===== config.mk =====
export PLATFORM = sky130hd
export DESIGN_NAME = uart_frame_parser
export DESIGN_NICKNAME = d
export VERILOG_FILES = /design/src/rtl/uart_frame_parser.sv
export SDC_FILE = /design/constraint.sdc
export NUM_CORES = 1
export LEC_CHECK = 0
export BUFFER_PORTS_ARGS = -buffer_cell sky130_fd_sc_hd__buf_2
export CAP_MARGIN = 20
export CORE_ASPECT_RATIO = 1.4
export CORE_MARGIN = 2
export CORE_UTILIZATION = 25
export DETAILED_ROUTE_END_ITERATION = 8
export PLACE_DENSITY_LB_ADDON = 0.2
export SLEW_MARGIN = 20
export SYNTH_ARGS = -nofsm -noshare
export SYNTH_HDL_FRONTEND = slang
export SYNTH_SLANG_ARGS = --single-unit
export TNS_END_PERCENT = 5

===== constraint.sdc =====
create_clock -name clk -period 8.8 [get_ports clk]
set_input_delay 0.44 -clock clk [delete_from_list [all_inputs] [get_ports clk]]
set_output_delay 0.44 -clock clk [all_outputs]
set_load 0.05 [all_outputs]

===== src/rtl/uart_frame_parser.sv =====
// uart_frame_parser: turns a UART byte stream of [A5, LEN, LEN x 16-bit samples, CHK]
// frames into a sample FIFO. Samples are written speculatively and become visible only
// once the frame checksum matches; bad frames are rolled back out of the FIFO.
// Optional build macro UART_FRAME_TIMEOUT_EN adds an inter-byte idle timeout.
module uart_frame_parser #(
    parameter int FIFO_DEPTH     = 64,
    parameter int MAX_LEN        = 32,
    parameter int TIMEOUT_CYCLES = 500000
) (
    input  logic        clk,
    input  logic        reset_n,
    input  logic [7:0]  rx_data,
    input  logic        rx_valid,
    output logic [15:0] sample_out,
    output logic        sample_valid,
    input  logic        sample_ready,
    output logic        frame_done,
    output logic        frame_error,
    output logic [2:0]  err_code
);

    localparam int AW = $clog2(FIFO_DEPTH);
    localparam int PW = AW + 1;
    localparam logic [7:0] SYNC = 8'hA5;

    // Catch illegal parameter sets at elaboration.
    if (FIFO_DEPTH < MAX_LEN || MAX_LEN < 1 || MAX_LEN > 255 || TIMEOUT_CYCLES < 1 ||
        FIFO_DEPTH != (1 << AW)) begin : g_bad_param
        $error("uart_frame_parser: illegal parameter combination");
    end

    typedef enum logic [2:0] {
        S_HUNT, S_LEN, S_DATA_HI, S_DATA_LO, S_CHECK, S_SKIP
    } state_t;

    state_t          r_state, w_next;
    logic [7:0]      r_len, r_cnt, r_chk, r_hi;
    logic [8:0]      r_skip;
    logic [15:0]     r_sample;
    logic            r_wr_pend;
    logic [PW-1:0]   r_wr_ptr, r_cm_ptr, r_rd_ptr;
    logic [15:0]     r_mem [FIFO_DEPTH];
    logic            r_done, r_error;
    logic [2:0]      r_err_code;

    logic [PW-1:0]   w_wr_eff, w_used, w_free;
    logic            w_len_bad, w_no_space, w_pop, w_timeout, w_byte;
    logic            w_done, w_fail, w_commit, w_rollback, w_push;
    logic [2:0]      w_fail_code;

    // A sample assembled last cycle is still pending its FIFO write; count it as written.
    assign w_wr_eff   = r_wr_ptr + PW'(r_wr_pend);
    assign w_used     = w_wr_eff - r_rd_ptr;
    assign w_free     = PW'(FIFO_DEPTH) - w_used;
    assign w_len_bad  = (rx_data == 8'd0) || (rx_data > 8'(MAX_LEN));
    assign w_no_space = 16'(rx_data) > 16'(w_free);
    assign w_pop      = sample_valid & sample_ready;
    assign w_byte     = rx_valid & ~w_timeout;

    assign sample_valid = (r_cm_ptr != r_rd_ptr);
    assign sample_out   = r_mem[r_rd_ptr[AW-1:0]];
    assign frame_done   = r_done;
    assign frame_error  = r_error;
    assign err_code     = r_err_code;

`ifdef UART_FRAME_TIMEOUT_EN
    localparam int TW = $clog2(TIMEOUT_CYCLES + 1);
    logic [TW-1:0] r_idle;

    assign w_timeout = (r_state != S_HUNT) && (r_idle == TW'(TIMEOUT_CYCLES));

    // Idle counter: runs only inside a frame, restarts on every received byte.
    always_ff @(posedge clk or negedge reset_n) begin
        if (!reset_n)
            r_idle <= '0;
        else if (r_state == S_HUNT || rx_valid || w_timeout)
            r_idle <= '0;
        else
            r_idle <= r_idle + TW'(1);
    end
`else
    assign w_timeout = 1'b0;
`endif

    // State register.
    always_ff @(posedge clk or negedge reset_n) begin
        if (!reset_n) r_state <= S_HUNT;
        else          r_state <= w_next;
    end

    // Next-state decode plus the per-byte control strobes.
    always_comb begin
        w_next      = r_state;
        w_done      = 1'b0;
        w_fail      = 1'b0;
        w_fail_code = 3'd0;
        w_commit    = 1'b0;
        w_rollback  = 1'b0;
        w_push      = 1'b0;
        if (w_timeout) begin
            w_next      = S_HUNT;
            w_rollback  = 1'b1;
            w_fail      = 1'b1;
            w_fail_code = 3'd4;
        end else if (rx_valid) begin
            case (r_state)
                S_HUNT:    if (rx_data == SYNC) w_next = S_LEN;
                S_LEN: begin
                    if (w_len_bad) begin
                        w_next      = S_HUNT;
                        w_fail      = 1'b1;
                        w_fail_code = 3'd1;
                    end else if (w_no_space) begin
                        w_next      = S_SKIP;
                        w_fail      = 1'b1;
                        w_fail_code = 3'd3;
                    end else begin
                        w_next = S_DATA_HI;
                    end
                end
                S_DATA_HI: w_next = S_DATA_LO;
                S_DATA_LO: begin
                    w_push = 1'b1;
                    w_next = (r_cnt + 8'd1 == r_len) ? S_CHECK : S_DATA_HI;
                end
                S_CHECK: begin
                    w_next = S_HUNT;
                    if (rx_data == r_chk) begin
                        w_commit = 1'b1;
                        w_done   = 1'b1;
                    end else begin
                        w_rollback  = 1'b1;
                        w_fail      = 1'b1;
                        w_fail_code = 3'd2;
                    end
                end
                S_SKIP:    if (r_skip == 9'd1) w_next = S_HUNT;
                default:   w_next = S_HUNT;
            endcase
        end
    end

    // Frame bookkeeping: length, sample count, skip count, running checksum, byte assembly.
    always_ff @(posedge clk or negedge reset_n) begin
        if (!reset_n) begin
            r_len    <= '0;
            r_cnt    <= '0;
            r_skip   <= '0;
            r_chk    <= '0;
            r_hi     <= '0;
            r_sample <= '0;
        end else if (w_byte) begin
            case (r_state)
                S_LEN: begin
                    r_len  <= rx_data;
                    r_chk  <= rx_data;
                    r_cnt  <= '0;
                    r_skip <= {rx_data, 1'b1};
                end
                S_DATA_HI: begin
                    r_hi  <= rx_data;
                    r_chk <= r_chk ^ rx_data;
                end
                S_DATA_LO: begin
                    r_sample <= {r_hi, rx_data};
                    r_chk    <= r_chk ^ rx_data;
                    r_cnt    <= r_cnt + 8'd1;
                end
                S_SKIP:  r_skip <= r_skip - 9'd1;
                default: ;
            endcase
        end
    end

    // FIFO pointers: speculative write, commit fence, read.
    always_ff @(posedge clk or negedge reset_n) begin
        if (!reset_n) begin
            r_wr_pend <= 1'b0;
            r_wr_ptr  <= '0;
            r_cm_ptr  <= '0;
            r_rd_ptr  <= '0;
        end else begin
            r_wr_pend <= w_push;
            r_wr_ptr  <= w_rollback ? r_cm_ptr : w_wr_eff;
            if (w_commit) r_cm_ptr <= w_wr_eff;
            if (w_pop)    r_rd_ptr <= r_rd_ptr + PW'(1);
        end
    end

    // Sample storage; a write landing beyond a rollback is harmless since it is never exposed.
    always_ff @(posedge clk) begin
        if (r_wr_pend) r_mem[r_wr_ptr[AW-1:0]] <= r_sample;
    end

    // Registered status pulses and sticky error cause.
    always_ff @(posedge clk or negedge reset_n) begin
        if (!reset_n) begin
            r_done     <= 1'b0;
            r_error    <= 1'b0;
            r_err_code <= 3'd0;
        end else begin
            r_done  <= w_done;
            r_error <= w_fail;
            if (w_fail) r_err_code <= w_fail_code;
        end
    end

endmodule


==> run summary, run 1 <==
Setup TNS: 0 ns
Rel. slew slack: 0.275
ANT nets after route: 0
Chip Width: 358 um
CP startpoint kind: flop
Count leader, synth: edfxtp_1
Routed via count: 21,600
Synth warnings: 0
GRT Max-Usage Layer: met2
Worst slew pin tran: 1.08 ns
Pwr per Cell Area: 340 nW/um^2
Hold Path Class: in -> reg
Met1 Track Usage GR: 0.172
Core box area: 175,000 um^2
Peak supply drop: 0.202 mV
Port bufs: 32
Mapped cell area: 44,000 um^2
Synth Flop Type: edfxtp_1
Switch share: 0.349
NetSw: 6.02 mW
Finished Layout Cells: 4,695
Seq/Total Area, Yosys: 0.748
Fin. max-slew vios: 0
Syn-to-layout area delta: 15.5%
Top-area cell type share of the netlist area: 0.699
P_leak: 16.3 nW
Area of all sequential standard cells: 32,900 um^2
TritonCTS clock tree: yes
Die area: 179,000 um^2
Minimum clock period: 5.50 ns
Post-synth top cells: edfxtp_1 (1,024), mux4_2 (283), nand2_1 (132)
Initial Util: 0.251
Clock Latency Late Sink: 0.76 ns
# Post-CTS Setup Buffers: 0
Via/cell ratio: 4.59
Power share of the clock group: 0.267
Hold path endpoint: r_len[2]
GRT met2 Usage: 0.256
Synth Area in Compound Gates: 0.0213
Delay-heaviest family, CP: buffers and inverters
CP arrival: 5.06 ns
Crit-path slowest cell: dfrtp_4
Syn nets: 2,211
Status: complete, no violations
# setup viols final: 0
Total Routing Usage GR: 0.142
R2R Path End: frame_error
Largest family of logic cells by synthesized area: multiplexers
Final WL: 128 mm
Top post-synthesis cells by area: edfxtp_1 (70%), mux4_2 (14%), dfrtp_1 (4.9%), nand2_1 (1.1%), nor2_1 (0.96%)
Max Cap Viol: 0
R2R Setup Slk: 4.30 ns
CP required: 8.36 ns
Adder-cell area share of the yosys netlist: 0.00729
Worst-path fanout max: 86
Hold depth: 3
1st-pass router iterations: 5
Worst path bufs/invs: 3
Hold path startpoint: rx_data[2]
Gate power share: 0.320
Num ports: 34
Root Buffer: clkbuf_16
Clock Sinks: 1,110
Netlist cell types: 56
Avg WL per Cell: 27.2 um
Largest net degree at the start of global routing: 117
Max Clk Rate: 182 MHz
Site Rows: 182
Cts bufs inserted: 108
Crit Path Category: reg -> out
Vias in the first global route: 22,700
Internal power: 11.2 mW
Global route total overflow: 0
Yosys top cell by area: edfxtp_1
# DRC: 0
Slowest stage delay, CP: 0.80 ns
Crit-path cells: buf_4 > buf_12 > mux4_2 > mux2i_1 > a22oi_1 > o211ai_1 > o21ai_1 > buf_2
Placer Congestion: 0.773
Initial antenna violation count: 7
Post-synth EDFFs: 1,024
Flop pwr share: 0.414
Final Hold Fails: 0
Worst-path clk slew: 0.06 ns
Unrepaired setup endpoints after global routing: false
Simple-Gate Fraction of Synth Area: 0.0353
XOR/XNOR share of the synthesized area: 0.0104
Worst r2r path cells: 14
GR Util met3: 0.0193
Fin crit share: 0.625
First-pass GRT wire length: 179 mm
H-tree depth: 3
Clk buf depth: 3
Asr flop ratio synth: 0.0775
Fraction of layout instances using a drive strength above 1: 0.268
Die extent in y: 500 um
Crit path depth: 8
Dpl hpwl: 76.2 mm
Syn_area_per_cell: 20.2 um^2
Worst reg2reg startpoint: r_rd_ptr[0]
Final Skew: 0.0515 ns
NumNets Final: 2,340
Post-synthesis mux area share: 0.162
Fillers: 17,100
Multi-input gate area: 10,400 um^2
Cells after Synth: 2,174
Yosys reg bits: 1,110
CP Capture Type: output pin
Placed Cells: 4,490
Initial DRC count: 1,760
==> registers in the layout, indices dropped and copies added, names as in the netlist <==
| register | cells |
|---|---|
| r_wr_ptr | 7 |
| r_sample | 16 |
| r_chk | 8 |
| r_cnt | 8 |
| frame_done | 1 |
| err_code | 2 |
| r_wr_pend | 1 |
| r_cm_ptr | 7 |
| r_skip | 9 |
| r_hi | 8 |
| r_state | 3 |
| r_rd_ptr | 7 |
| r_mem | 1024 |
| r_len | 8 |
| frame_error | 1 |
==> timing repair <==
action,CTS,global route
gates resized for setup,0,0
hold buffers,3,0
endpoints found under the hold margin,29,0
==> power groups by stage <==
| stage | sequential [mW] | clock [mW] | combinational (mW) |
|---|---|---|---|
| floorplan | 7.22 | 0 | 3.45 |
| global placement | 7.24 | 0 | 5.58 |
| detailed placement | 7.26 | 0 | 5.68 |
| CTS | 7.15 | 4.73 | 5.69 |
| global route | 7.19 | 4.92 | 5.89 |
| finish | 7.14 | 4.61 | 5.52 |
==> kinds of logic (layout without fill, tap and decap cells) <==
family | after synthesis | in the layout
compound gates | 146 | 146
mux | 355 | 355
simple gates | 351 | 351
xor+xnor | 52 | 52
fa+ha+maj | 25 | 25
flops | 1110 | 1110
buf+inv | 134 | 352
other cells | 1 | 4
==> cell usage in the layout, fill, tap and decap left out, types with 7 or more instances in the layout <==
cell	synthesis	routed
edfxtp_1	1024	1024
mux4_2	283	283
nand2_1	132	132
clkbuf_16	0	108
nor2_1	113	102
buf_4	22	94
dfrtp_1	86	65
mux2i_1	41	41
a21oi_1	34	34
xor2_1	31	31
mux2_2	31	31
buf_2	34	31
nand3_1	28	28
o21ai_0	28	28
clkinv_1	1	26
ha_1	24	24
xnor2_1	21	21
nor2b_1	20	20
clkinv_2	0	20
inv_1	19	19
dfrtp_2	0	18
a211oi_1	16	16
clkbuf_1	45	16
o21ai_1	12	12
nand4_1	11	11
nor3_1	11	11
nor2_2	0	10
bufinv_16	0	9
o22ai_1	8	8
a22oi_1	8	8
a21o_1	7	7
nand2b_1	7	7
a221o_1	7	7
==> metrics by stage <==
stage          setup WS [ns]  hold WS, ns  total power, mW  instance area [um^2]   util
4_1_cts                 3.11       0.0381             17.6                 50800  0.290
2_1_floorplan           4.61        0.144             10.7                 44000      -
6_report                3.30       0.0957             17.3                 50800  0.290
3_3_place_gp            3.93        0.406             12.8                 47300  0.270
5_1_grt                 3.03       0.0719             18.0                 50800  0.290
3_5_place_dp            3.92        0.408             12.9                 47300  0.270
==> final cells by class <==
type                    instances  share of cell area
inverters                      20             0.00148
clock buffers                 126              0.0549
clock inverters                73              0.0134
flip-flops and latches       1110               0.648
well taps                    2300              0.0567
multi-input cells             930               0.205
diodes                          3            0.000148
repair buffers                133              0.0195
==> tightest hold or removal path, delay by kind of cell <==
| kind | cells | cell delay, ns |
|---|---|---|
| AND/OR/NAND/NOR | 2 | 0.13 |
| buffers and inverters | 1 | 0.20 |
==> worst max path at each step <==
stage	to	from	slack (ns)
global route	sample_out[3]	r_rd_ptr[0]	3.03
floorplan	err_code[1]	r_rd_ptr[0]	4.61
finish	sample_out[9]	r_rd_ptr[0]	3.30
CTS	sample_out[6]	r_rd_ptr[0]	3.11
global placement	sample_out[9]	r_rd_ptr[0]	3.93
detailed placement	sample_out[6]	r_rd_ptr[0]	3.92
==> layer usage <==
layer  part of all wire  vias up  wire [um]
met1               0.40    11800      50700
met3              0.041      156       5170
met5            0.00021        -         27
met4              0.032        4       4060
li1                   -     9088          -
met2               0.53      557      67700
Note: power is estimated with default switching activity, not from simulation.
==> inputs of run 2 (changes only) <==
==> constraint.sdc (replaced) <==
create_clock -name clk -period 5.65 [get_ports clk]
set_input_delay 0.2825 -clock clk [delete_from_list [all_inputs] [get_ports clk]]
set_output_delay 0.2825 -clock clk [all_outputs]
set_load 0.05 [all_outputs]
==> run summary, run 2 (synthesis gave the netlist of run 1 again) <==
Status: complete, no violations
Cts bufs inserted: 109
Most frequent cells in the layout: edfxtp_1 (1,024), mux4_2 (283), nand2_1 (132)
Initial antenna violation count: 2
1st-pass router iterations: 5
Final Hold Fails: 0
Slowest stage delay, CP: 0.89 ns
Fillers: 17,100
Site Rows: 182
Core Util, Final: 0.291
Pre-CTS WS: 1.55 ns
Largest register FFs: 1,024
Initial DRC count: 1,672
Fin. max-slew vios: 0
Avg WL per Cell: 25.0 um
Chip Width: 358 um
Max Cap Viol: 0
Most common cell after layout, fill and taps aside: edfxtp_1
Placed cell areas: 47,300 um^2
Clock Sinks: 1,110
Num ports: 34
Delay-heaviest family, CP: compound AO/OA/AOI/OAI gates
Die area: 179,000 um^2
Worst-path fanout max: 70
Vias in the first global route: 22,600
H-tree depth: 3
Minimum clock period: 4.69 ns
Crit-path slowest cell: dfrtp_4
NumNets Final: 2,347
CP dominant cell by count: a211oi_1
Routed via count: 21,100
TritonCTS clock tree: yes
CP required: 5.37 ns
Max Clk Rate: 213 MHz
# setup viols final: 0
Worst path bufs/invs: 2
Total power draw: 26.7 mW
Clk buf depth: 3
Crit Path Category: reg -> out
Rel. slew slack: 0.332
Worst setup margin: 0.957 ns
Syn-to-layout area delta: 15.8%
Final Skew: 0.0357 ns
Via/cell ratio: 4.50
Unrepaired setup endpoints after global routing: false
Initial Util: 0.251
Worst slew pin tran: 0.998 ns
Global route total overflow: 0
CP startpoint kind: flop
Setup TNS: 0 ns
Final WL: 117 mm
First-pass GRT wire length: 167 mm
Post_cts resized: 0
CP arrival: 4.41 ns
Port bufs: 32
Largest net degree at the start of global routing: 71
Root Buffer: clkbuf_16
Fin crit share: 0.831
Total Routing Usage GR: 0.131
Fraction of layout instances using a drive strength above 1: 0.263
Peak supply drop: 0.269 mV
CTS Hold Bufs: 12
Crit-path cells: buf_12 > mux4_2 > nor2b_1 > a211oi_1 > a211oi_1 > a21oi_1 > o41ai_1 > buf_2
Core box area: 175,000 um^2
P_leak: 16.3 nW
Final Cell Area: 50,900 um^2
Worst-path clk slew: 0.06 ns
CP Capture Type: output pin
Die extent in y: 500 um
Placer Congestion: 0.755
# Post-CTS Setup Buffers: 0
ANT nets after route: 0
Clock Latency Late Sink: 0.74 ns
Pwr per Cell Area: 524 nW/um^2
# DRC: 0
Hold Path Class: in -> async
Dpl hpwl: 70.5 mm
==> run 2: cell types whose count changed in the layout (fill, tap and decap cells not counted), sizes merged <==
cell	change
clkbuf	+6
bufinv	+1
diode	-2
inv	-5
dlygate4sd3	+8
buf	-2
clkinv	-9
==> run 2: where the power goes <==
part	internal, mW	total [mW]	leakage [nW]	switching (mW)
sequential	10.4	11.2	10.3	0.824
combinational	3.15	8.27	4.27	5.13
clock	4.02	7.16	1.67	3.13
==> run 2: area by class of cell <==
class                           instances  area [um^2]  share of cell area
Multi-Input combinational cell        930        10400               0.205
Clock inverter                         60          628              0.0123
Tap cell                             2300         2880              0.0565
Inverter                               20         75.1             0.00148
Clock buffer                          132         2840              0.0557
Sequential cell                      1110        32900               0.647
Timing Repair Buffer                  139         1090              0.0214
Antenna cell                            1         2.50           0.0000492
==> run 2: worst reg2reg max path, stage by stage (launching register included) <==
cell and delay, ns:
dfrtp_1 0.47, ha_1 0.23, xor2_1 0.16, inv_1 0.09, ha_1 0.28, ha_1 0.22
fa_1 0.46, a21o_1 0.18, a21oi_1 0.18, xor2_1 0.17, ha_1 0.26, a21o_1 0.17
a211o_1 0.30, o21ai_0 0.27, a21oi_1 0.16, or2_2 0.32
==> run 2: metal layers <==
metal,up-vias,part of all wire,GRT usage
met5,-,0.000094,0
met4,2,0.039,0.0568
met3,150,0.037,0.0193
met2,431,0.52,0.229
met1,11400,0.41,0.160
li1,9099,-,-
==> run 2: path summary, 6_finish.rpt <==
| path | start | endpoint | slack, ns | cells past startpoint |
|---|---|---|---|---|
| worst min register to register | r_hi[2] | r_sample[10] | 0.48 | 2 |
| worst min-delay path | reset_n | frame_done | 0.21 | 3 |
| max in group asynchronous | reset_n | r_rd_ptr[2] | 4.64 | 3 |
| min in group clk | rx_data[1] | r_len[1] | 0.47 | 4 |
| worst max-delay path | r_rd_ptr[0] | sample_out[15] | 0.96 | 8 |
| worst max register to register | r_wr_ptr[0] | frame_error | 1.60 | 15 |
==> run 2: through the flow <==
stage	hold WS, ns	std cells
after floorplan	-0.0131	2174
after global placement	0.204	4487
after detailed placement	0.208	4487
after CTS	0.310	4691
after global routing	0.231	4692
final	0.206	4692
